==> config.mk <==
export PLATFORM = sky130hd
export DESIGN_NAME = cphy_stream_mapper
export DESIGN_NICKNAME = d
export VERILOG_FILES = /design/src/rtl/cphy_map_pkg.sv /design/src/rtl/cphy_word_fifo.sv /design/src/rtl/cphy_stream_mapper.sv
export SDC_FILE = /design/constraint.sdc
export NUM_CORES = 1
export LEC_CHECK = 0
export ABC_AREA = 0
export BUFFER_PORTS_ARGS = -buffer_cell sky130_fd_sc_hd__buf_2
export CELL_PAD_IN_SITES_DETAIL_PLACEMENT = 0
export CELL_PAD_IN_SITES_GLOBAL_PLACEMENT = 1
export CORE_AREA = 2 2 123 125
export DETAILED_ROUTE_END_ITERATION = 8
export DIE_AREA = 0 0 125 127
export PLACE_DENSITY_LB_ADDON = 0.1
export SLEW_MARGIN = 20
export SYNTH_ARGS = -nofsm -noshare
export SYNTH_HDL_FRONTEND = slang
export SYNTH_SLANG_ARGS = --single-unit
==> constraint.sdc <==
create_clock -name clk -period 13 [get_ports clk]
set_input_delay 1.3 -clock clk [delete_from_list [all_inputs] [get_ports clk]]
set_output_delay 1.3 -clock clk [all_outputs]
set_load 0.01 [all_outputs]
==> src/rtl/cphy_map_pkg.sv <==
// cphy_map_pkg: symbol types, sync word, FSM states and the 16-bit to 7-symbol mapping
package cphy_map_pkg;
  typedef struct packed {
    logic flip;
    logic rot;
    logic pol;
  } sym_t;
  typedef sym_t [6:0] word_t;
  typedef enum logic [1:0] {IDLE, SYNC, DATA} state_t;
  localparam word_t SYNC_WORD = {3'd3, 3'd4, 3'd4, 3'd4, 3'd4, 3'd4, 3'd3};
  // Payload bits fill the unflipped symbols in ascending order; double-flip pairs are ranked lexicographically.
  function automatic word_t cphy_map16(input logic [15:0] d);
    logic [5:0] hi;
    logic [5:0] sel;
    logic [6:0] m;
    logic [31:0] v;
    logic [4:0] j;
    word_t w;
    hi = d[15:10];
    sel = '0;
    m = '0;
    v = {18'b0, d[13:0]};
    if (hi >= 6'h2C) begin
      sel = hi - 6'h2C;
      v = {22'b0, d[9:0]};
      for (int a = 0; a < 6; a++)
        for (int b = a + 1; b < 7; b++)
          if (int'(sel) == a * (13 - a) / 2 + b - a - 1) begin
            m[a] = 1'b1;
            m[b] = 1'b1;
          end
    end else if (hi >= 6'h10) begin
      sel = hi - 6'h10;
      m[sel[4:2]] = 1'b1;
      v = {20'b0, sel[1:0], d[9:0]};
    end
    j = '0;
    for (int k = 0; k < 7; k++) begin
      w[k] = m[k] ? 3'b100 : {1'b0, v[j + 5'd1], v[j]};
      j = m[k] ? j : j + 5'd2;
    end
    return w;
  endfunction
endpackage

==> src/rtl/cphy_word_fifo.sv <==
// cphy_word_fifo: synchronous first-word-fall-through FIFO with full/empty/level
module cphy_word_fifo #(
  parameter int W = 17,
  parameter int DEPTH = 4
) (
  input  logic                     clk,
  input  logic                     rst,
  input  logic                     push_i,
  input  logic [W-1:0]             din_i,
  input  logic                     pop_i,
  output logic [W-1:0]             dout_o,
  output logic                     full_o,
  output logic                     empty_o,
  output logic [$clog2(DEPTH):0]   level_o
);
  localparam int AW = $clog2(DEPTH);
  logic [W-1:0] mem_q [DEPTH];
  logic [AW-1:0] wr_q, rd_q;
  logic [AW:0] cnt_q;
  logic wr, rd;
  assign full_o = cnt_q == (AW + 1)'(DEPTH);
  assign empty_o = cnt_q == '0;
  assign level_o = cnt_q;
  assign dout_o = mem_q[rd_q];
  assign wr = push_i && !full_o;
  assign rd = pop_i && !empty_o;
  always_ff @(posedge clk) begin
    if (rst) begin
      wr_q <= '0;
      rd_q <= '0;
      cnt_q <= '0;
    end else begin
      if (wr) mem_q[wr_q] <= din_i;
      wr_q <= wr ? wr_q + 1'b1 : wr_q;
      rd_q <= rd ? rd_q + 1'b1 : rd_q;
      cnt_q <= cnt_q + (AW + 1)'(wr) - (AW + 1)'(rd);
    end
  end
endmodule

==> src/rtl/cphy_stream_mapper.sv <==
// cphy_stream_mapper: buffers 16-bit words and serialises them as C-PHY symbols with optional sync insertion
module cphy_stream_mapper
  import cphy_map_pkg::*;
#(
  parameter int SYM_PER_CYC = 1,
  parameter int FIFO_DEPTH = 4,
  parameter bit SYNC_EN = 1'b1
) (
  input  logic                          clk,
  input  logic                          rst,
  input  logic                          in_valid,
  output logic                          in_ready,
  input  logic [15:0]                   in_data,
  input  logic                          in_sop,
  output logic                          sym_valid,
  input  logic                          sym_ready,
  output logic [SYM_PER_CYC-1:0]        sym_flip,
  output logic [SYM_PER_CYC-1:0]        sym_rot,
  output logic [SYM_PER_CYC-1:0]        sym_pol,
  output logic                          sym_last,
  output logic                          sym_is_sync,
  output logic [$clog2(FIFO_DEPTH):0]   fifo_level
);
  state_t state_q, state_d;
  word_t cur_q, cur_d;
  logic [15:0] hold_q, hold_d;
  logic [2:0] idx_q, idx_d;
  logic sym_valid_q, sym_last_q, sym_is_sync_q;
  logic [SYM_PER_CYC-1:0] sym_flip_q, sym_rot_q, sym_pol_q;
  logic [SYM_PER_CYC-1:0] beat_flip, beat_rot, beat_pol;
  logic [16:0] head;
  logic full, empty, pop, adv, xfer, last_beat;
  cphy_word_fifo #(.W(17), .DEPTH(FIFO_DEPTH)) u_fifo (
    .clk(clk),
    .rst(rst),
    .push_i(in_valid && in_ready),
    .din_i({in_sop, in_data}),
    .pop_i(pop),
    .dout_o(head),
    .full_o(full),
    .empty_o(empty),
    .level_o(fifo_level)
  );
  assign in_ready = !full && !rst;
  // The FSM stage feeds the output register, which only refills when empty or being accepted.
  assign adv = !sym_valid_q || sym_ready;
  assign xfer = state_q != IDLE && adv;
  assign last_beat = (SYM_PER_CYC == 7) || (idx_q == 3'd0);
  assign pop = !empty && (state_q == IDLE || (state_q == DATA && xfer && last_beat));
  if (SYM_PER_CYC == 7) begin : g_par
    always_comb
      for (int k = 0; k < SYM_PER_CYC; k++) begin
        beat_flip[k] = cur_q[k].flip;
        beat_rot[k] = cur_q[k].rot;
        beat_pol[k] = cur_q[k].pol;
      end
  end else begin : g_ser
    assign beat_flip = cur_q[idx_q].flip;
    assign beat_rot = cur_q[idx_q].rot;
    assign beat_pol = cur_q[idx_q].pol;
  end
  always_comb begin
    state_d = state_q;
    cur_d = cur_q;
    hold_d = hold_q;
    idx_d = xfer ? (last_beat ? 3'd6 : idx_q - 3'd1) : idx_q;
    if (xfer && last_beat && state_q == SYNC) begin
      state_d = DATA;
      cur_d = cphy_map16(hold_q);
    end
    if (xfer && last_beat && state_q == DATA) state_d = IDLE;
    if (pop) begin
      idx_d = 3'd6;
      state_d = (SYNC_EN && head[16]) ? SYNC : DATA;
      cur_d = (SYNC_EN && head[16]) ? SYNC_WORD : cphy_map16(head[15:0]);
      hold_d = head[15:0];
    end
  end
  always_ff @(posedge clk) begin
    if (rst) begin
      state_q <= IDLE;
      cur_q <= '0;
      hold_q <= '0;
      idx_q <= 3'd6;
      sym_valid_q <= 1'b0;
      sym_flip_q <= '0;
      sym_rot_q <= '0;
      sym_pol_q <= '0;
      sym_last_q <= 1'b0;
      sym_is_sync_q <= 1'b0;
    end else begin
      state_q <= state_d;
      cur_q <= cur_d;
      hold_q <= hold_d;
      idx_q <= idx_d;
      if (adv) sym_valid_q <= state_q != IDLE;
      if (xfer) begin
        sym_flip_q <= beat_flip;
        sym_rot_q <= beat_rot;
        sym_pol_q <= beat_pol;
        sym_last_q <= state_q == DATA && last_beat;
        sym_is_sync_q <= state_q == SYNC;
      end
    end
  end
  assign sym_valid = sym_valid_q;
  assign sym_flip = sym_flip_q;
  assign sym_rot = sym_rot_q;
  assign sym_pol = sym_pol_q;
  assign sym_last = sym_last_q;
  assign sym_is_sync = sym_is_sync_q;
endmodule
* Yosys cells after proc, flatten, opt, wreduce, memory -nomap -nowiden
Memories as Yosys holds them, arrays and structs flattened. A register that Yosys moved wholly into a read port is not among the register bits. Index checks and enable logic that the tools add are counted.
Word-level totals: bits in registers 55, bits in latches 0, bits in writable memories 68, ROM bits 0, logic and storage cells 355, memories 1
Cells by class: add/sub/neg operators 31, multiply operators 0, div/mod/pow operators 0, magnitude comparators 33, equal/unequal tests 43, shift operators 0, muxes and demuxes 185, bitwise gates (word level) 0, reductions and logical operators 29
Memory list:
- u_fifo.mem_q | words 4, width 17, rd ports 1, clocked after memory_dff 1, write ports 1, line cphy_word_fifo.sv:17 | logic [W-1:0] mem_q [DEPTH];
Operators by type and width (count):
- binary-select mux 1 bit (select 5 bit) | 24
- equality test 6 x 5 -> 1 bit (second input constant) | 16
- two-way mux 1 bit | 89
- less-than comparator 5 x 6 -> 1 bit (second input constant) | 14
- two-way mux 32 bit | 2
- two-way mux 21 bit | 3
- equality test 6 bit (second input constant) | 10
- two-way mux 14 bit | 4
- two-way mux 2 bit | 28
- two-way mux 3 bit | 18
- equality test 6 x 4 -> 1 bit (second input constant) | 8
- two-way mux 7 bit | 6
- adder 5 x 1 -> 5 bit (second input constant) | 6
- two-way mux 5 bit | 6
- equality test 6 x 3 -> 1 bit (second input constant) | 4
- less-than comparator 3 x 6 -> 1 bit (second input constant) | 4
- less-than comparator 4 x 6 -> 1 bit (second input constant) | 4
- adder 5 x 2 -> 5 bit (second input constant) | 4
- logical AND 1 bit | 14
- equality test 6 x 2 -> 1 bit (second input constant) | 2
- >= comparator 6 x 5 -> 1 bit (second input constant) | 2
- >= comparator 6 bit (second input constant) | 2
- zero test 6 bit | 2
- less-than comparator 2 x 6 -> 1 bit (second input constant) | 2
- 27 further kinds | 47

* Depth between registers and ports, before layout
depth after elaboration 34, gate-level depth with buffers 26, mapped depth without buffers 23

* Modules after synthesis
From an unflattened synthesis, not the netlist that was laid out.
Second synthesis, totals: cells, all modules 765, area total of the unflattened synthesis 7802.5 um2
Modules (own cells, without submodules):
- cphy_stream_mapper | times used 1, cells each 625, area an instance 4827.1 um2, sequential area each 960.9 um2
- cphy_word_fifo | times used 1, cells each 140, area an instance 2975.4 um2, sequential area each 2222.1 um2

* Worst setup path after synthesis
No wires, ideal clock.
path type register to register, start point register hold_q[14], end point register cur_q[19] (netlist name), data arrival time 5.289 ns, setup slack 7.642 ns, cell stages (with the launch flop) 24, path buffers 3, clock period less this slack 5.358 ns, cells stage by stage dfxtp_1 clkbuf_1 clkbuf_1 nor2b_1 a31oi_1 o21ai_0 a22oi_1 ha_1 clkbuf_1 xor2_1 inv_1 ha_1 o211ai_1 o31ai_2 ha_1 inv_1 nor2_1 a21oi_1 inv_1 ha_1 or4b_2 o221a_2 o311a_1 a21oi_1
Between the ends: cells in the longest elaborated chain, start to end 29, elaborated cells between the ends (all ways) 93
RTL lines:
- start, declared | line cphy_stream_mapper.sv:26 | logic [15:0] hold_q, hold_d;
- start signal, assigned | line cphy_stream_mapper.sv:94 | hold_q <= hold_d;
- subtractor 6 bit | line cphy_map_pkg.sv:24 | sel = hi - 6'h2C;
- zero test 6 bit | line cphy_map_pkg.sv:28 | if (int'(sel) == a * (13 - a) / 2 + b - a - 1) begin
- two-way mux 2 bit | line cphy_map_pkg.sv:28
- two-way mux 2 bit | line cphy_map_pkg.sv:23 | if (hi >= 6'h2C) begin
- two-way mux 2 bit | line cphy_stream_mapper.sv:67 | if (xfer && last_beat && state_q == SYNC) begin
- two-way mux 1 bit or two-way mux 2 bit (tied branches) | line cphy_map_pkg.sv:28
- two-way mux 1 bit or two-way mux 2 bit (tied branches) | line cphy_map_pkg.sv:28, cphy_map_pkg.sv:23
- two-way mux 1 bit or two-way mux 2 bit (tied branches) | line cphy_map_pkg.sv:28, cphy_stream_mapper.sv:67
- [13 not listed]
- adder 5 x 2 -> 5 bit | line cphy_map_pkg.sv:40 | j = m[k] ? j : j + 5'd2;
- two-way mux 5 bit | line cphy_map_pkg.sv:40
- adder 5 x 1 -> 5 bit | line cphy_map_pkg.sv:39 | w[k] = m[k] ? 3'b100 : {1'b0, v[j + 5'd1], v[j]};
- binary-select mux 1 bit (select 5 bit) | line cphy_map_pkg.sv:39
- two-way mux 1 bit (not written as such) | line cphy_map_pkg.sv:39
- two-way mux 3 bit * | line cphy_map_pkg.sv:39
- two-way mux 21 bit * | line cphy_stream_mapper.sv:67
- two-way mux 21 bit * | line cphy_stream_mapper.sv:72 | if (pop) begin
- end signal, assigned | line cphy_stream_mapper.sv:93 | cur_q <= cur_d;
- end, declared | line cphy_stream_mapper.sv:25 | word_t cur_q, cur_d;
Every way passes the cells marked *; elsewhere a longest branch is shown, timed or not. The select of a mux whose other input is x is not followed. A chain may end at the register's enable or synchronous reset.

==> impl_metrics.json <==
{
  "outcome": "finished, final reports clean",
  "critical-path-max-stage-delay_ns": 0.75,
  "crit_fanout": 18,
  "grt_pass1_vias": 5733,
  "antenna_found_initial": 0,
  "grt.total_usage": 0.2511,
  "detailed_place_hpwl_mm": 13.86,
  "rrSetupSlack_ns": 6.70,
  "grt_start_max_net_pins": 59,
  "globalRoute.totalOverflow": 0,
  "chipWidth_um": 125,
  "critPathSlowestCell": "sky130_fd_sc_hd__mux4_2",
  "gpl.final_weighted_congestion": 0.9337,
  "syn_to_final_growth_pct": 10.38,
  "worst_setup_path_end_kind": "flip-flop",
  "crit_buf_inv": 5,
  "post_cts_resized": 0,
  "timing.reg2reg.worst_path_depth": 22,
  "nNetsFinal": 785,
  "per_instance_average_area_after_synthesis_sq_um": 10.39,
  "die_h_um": 127,
  "io_pins": 31,
  "slew_viol_final": 0,
  "rsz0062_at_grt": "no",
  "pre_cts_ws_ns": 6.769,
  "cts-hold-fix-buffers": 0,
  "worst_pin_slew_ns": 1.093,
  "layout.cells.most_common_list": "sky130_fd_sc_hd__nand2_1, sky130_fd_sc_hd__nor2_1, sky130_fd_sc_hd__edfxtp_1",
  "floorplan.die_area_sq_mm": 0.01588,
  "dpl_cell_area_sq_mm": 0.007875,
  "mostFrequentLayoutCell": "sky130_fd_sc_hd__nand2_1",
  "vias_per_cell": 6.282,
  "synth_flop_cell": "sky130_fd_sc_hd__edfxtp_1",
  "synthesis.yosys.warnings": 0,
  "detailed_router_s_first_iteration_violation_count": 537,
  "detail_route.first_pass.iterations": 6,
  "post_route_clock_skew_ns": 0.007566,
  "worstSetupStartpointType": "flip-flop",
  "filler_cell_count": 1224,
  "cp_cell_sequence": "buf_4 > mux4_2 > inv_1 > nor3_1 > a21oi_1 > inv_1 > ha_1 > nor3_1 > nor2_1 > inv_1 > ha_1 > mux2_4 > ha_1 > mux2i_4 > inv_1 > ha_1 > nand4b_1 > o31ai_1 > or2_2 > and3_1 > nor4_1 > o31ai_1",
  "mappedNetlistNets": 778,
  "final.setup.worst_slack_ns": 6.701,
  "cts-buffers-inserted": 17,
  "timing.slew.headroom": 0.2714,
  "setup_violations": 0,
  "coreArea_sq_mm": 0.01442,
  "maxCapViolations": 0,
  "tritoncts_num_sinks": 125,
  "ant_nets": 0,
  "antenna_cells": 0,
  "tritoncts": "done",
  "final_design_area_no_fill_sq_mm": 0.008478,
  "route.detailed.drc": 0,
  "setup_tns_ns": 0,
  "timing.critical_path.max_delay_family": "simple AND/OR/NAND/NOR gates",
  "worst_setup_hold_path_clk_slew_ns": 0.06,
  "synth_largest_type_area_fraction": 0.2658,
  "synth.largest_area_cell": "sky130_fd_sc_hd__edfxtp_1",
  "synth_sequential_area_ratio": 0.4144,
  "clkLatencyLatePin_ns": 0.42,
  "ys_seq_elements": 125,
  "timing.critical_path.depth": 22,
  "post_cts_buffers": 0,
  "synthesis.instances": 739,
  "fmaxAchievable_ghz": 0.1588,
  "first_pass_grt_wire_length_mm": 31.19,
  "route.final.wire_length_mm": 19.42,
  "hold_violations": 0,
  "period_needed_ns": 6.299,
  "timing.setup.critical_path_class": "flip-flop to flip-flop",
  "min-delay-path-class": "flip-flop to flip-flop",
  "portBuffers": 30,
  "wire_per_inst_um": 20.59,
  "critPathCapture": "cur_q[18]",
  "fraction_of_layout_cells_with_a_size_suffix_above_1": 0.1858,
  "cts_htree_levels": 4,
  "worst-endpoint-arrival_ns": 6.59,
  "initial_utilization": 0.5325,
  "timing.rr.end": "cur_q[18]",
  "post-route-util": 0.5878,
  "worst_ep_required_time_ns": 13.29,
  "netlist_top_cells_area": "sky130_fd_sc_hd__edfxtp_1, sky130_fd_sc_hd__dfxtp_1, sky130_fd_sc_hd__mux4_2",
  "ctsLongestPathBuffers": 2,
  "finalCritPeriodShare": 0.4845,
  "placement_rows": 44,
  "synth_async_sr_flop_share": 0,
  "synthDistinctLibCells": 88,
  "clockRootBuffer": "sky130_fd_sc_hd__clkbuf_16",
  "dr_total_vias": 5924,
  "synthesis.area_sq_mm": 0.007681,
  "synth-edff-count": 68
}
[cells by family after synthesis]
kind of cell / after synthesis / synth area share
AND/OR/NAND/NOR: 270 / 0.1746
AO/OA/AOI/OAI: 159 / 0.1469
flip-flops: 125 / 0.4144
buffers and inverters: 74 / 0.04251
multiplexers: 73 / 0.1613
adder cells (fa/ha/maj): 20 / 0.03290
XOR/XNOR: 18 / 0.02737
[final cells by class]
cell class,instances,area (sq um),area share
Multi-Input combinational cell,540,4172,0.4920
Sequential cell,125,3183,0.3754
Clock buffer,18,429.2,0.05062
Tap cell,184,230.2,0.02715
Timing Repair Buffer,34,180.2,0.02125
Clock inverter,14,173.9,0.02051
Inverter,28,110.1,0.01299
[registers in the layout, indices dropped and copies added, names as in the netlist, named ones only]
name and flops:
hold_q 16, u_fifo.rd_q 2, sym_pol 1, state_q 2, sym_valid 1, u_fifo.mem_q 68
sym_flip 1, cur_q 21, idx_q 3, sym_last 1, u_fifo.level_o 3, sym_rot 1
u_fifo.wr_q 2, sym_is_sync 1
[tightest hold or removal path: stages, from the launching register on]
cell and delay (ns):
sky130_fd_sc_hd__dfxtp_1 0.30, sky130_fd_sc_hd__nand2_1 0.05, sky130_fd_sc_hd__a21oi_1 0.06
[worst min path at each step]
stage               startpoint        to  slack (ns)  cells after the start
global placement       sym_rot   sym_rot        0.44                      2
detailed placement    cur_q[5]  cur_q[5]        0.45                      2
floorplan             cur_q[5]  cur_q[5]        0.43                      2
finish                 sym_rot   sym_rot        0.46                      2
global route          cur_q[5]  cur_q[5]        0.49                      2
CTS                   cur_q[5]  cur_q[5]        0.46                      2
[metrics by stage]
| step | hold WS, ns | cells |
|---|---|---|
| after detailed placement | 0.4486 | 911 |
| after global placement | 0.4432 | 911 |
| final | 0.4562 | 943 |
| after global routing | 0.4861 | 943 |
| after CTS | 0.4571 | 943 |
| after floorplan | 0.4289 | 739 |
[metal layers]
| layer | GRT usage | up-vias | routed length, um |
|---|---|---|---|
| met5 | 0 | - | 0 |
| met2 | 0.4105 | 187 | 9269 |
| met4 | 0.08105 | 0 | 436 |
| met1 | 0.3410 | 2899 | 8738 |
| met3 | 0.04899 | 38 | 971 |
| li1 | - | 2800 | - |
[Yosys cell counts, types with 8 or more instances]
cell type and n:
sky130_fd_sc_hd__nand2b_1 8, sky130_fd_sc_hd__ha_1 17, sky130_fd_sc_hd__and2_1 8, sky130_fd_sc_hd__inv_1 26, sky130_fd_sc_hd__o21ai_0 19, sky130_fd_sc_hd__edfxtp_1 68
sky130_fd_sc_hd__clkbuf_1 31, sky130_fd_sc_hd__a21oi_1 47, sky130_fd_sc_hd__and3_1 12, sky130_fd_sc_hd__xnor2_1 9, sky130_fd_sc_hd__nor2b_1 12, sky130_fd_sc_hd__mux4_2 37
sky130_fd_sc_hd__nor3_1 14, sky130_fd_sc_hd__a211oi_1 9, sky130_fd_sc_hd__dfxtp_1 57, sky130_fd_sc_hd__nand3_1 12, sky130_fd_sc_hd__o211ai_1 16, sky130_fd_sc_hd__mux2i_1 27
sky130_fd_sc_hd__nor2_1 77, sky130_fd_sc_hd__nand2_1 85
Power is not shown: default switching activity piles up to over one toggle a cycle in this logic, so the estimate is an artifact.
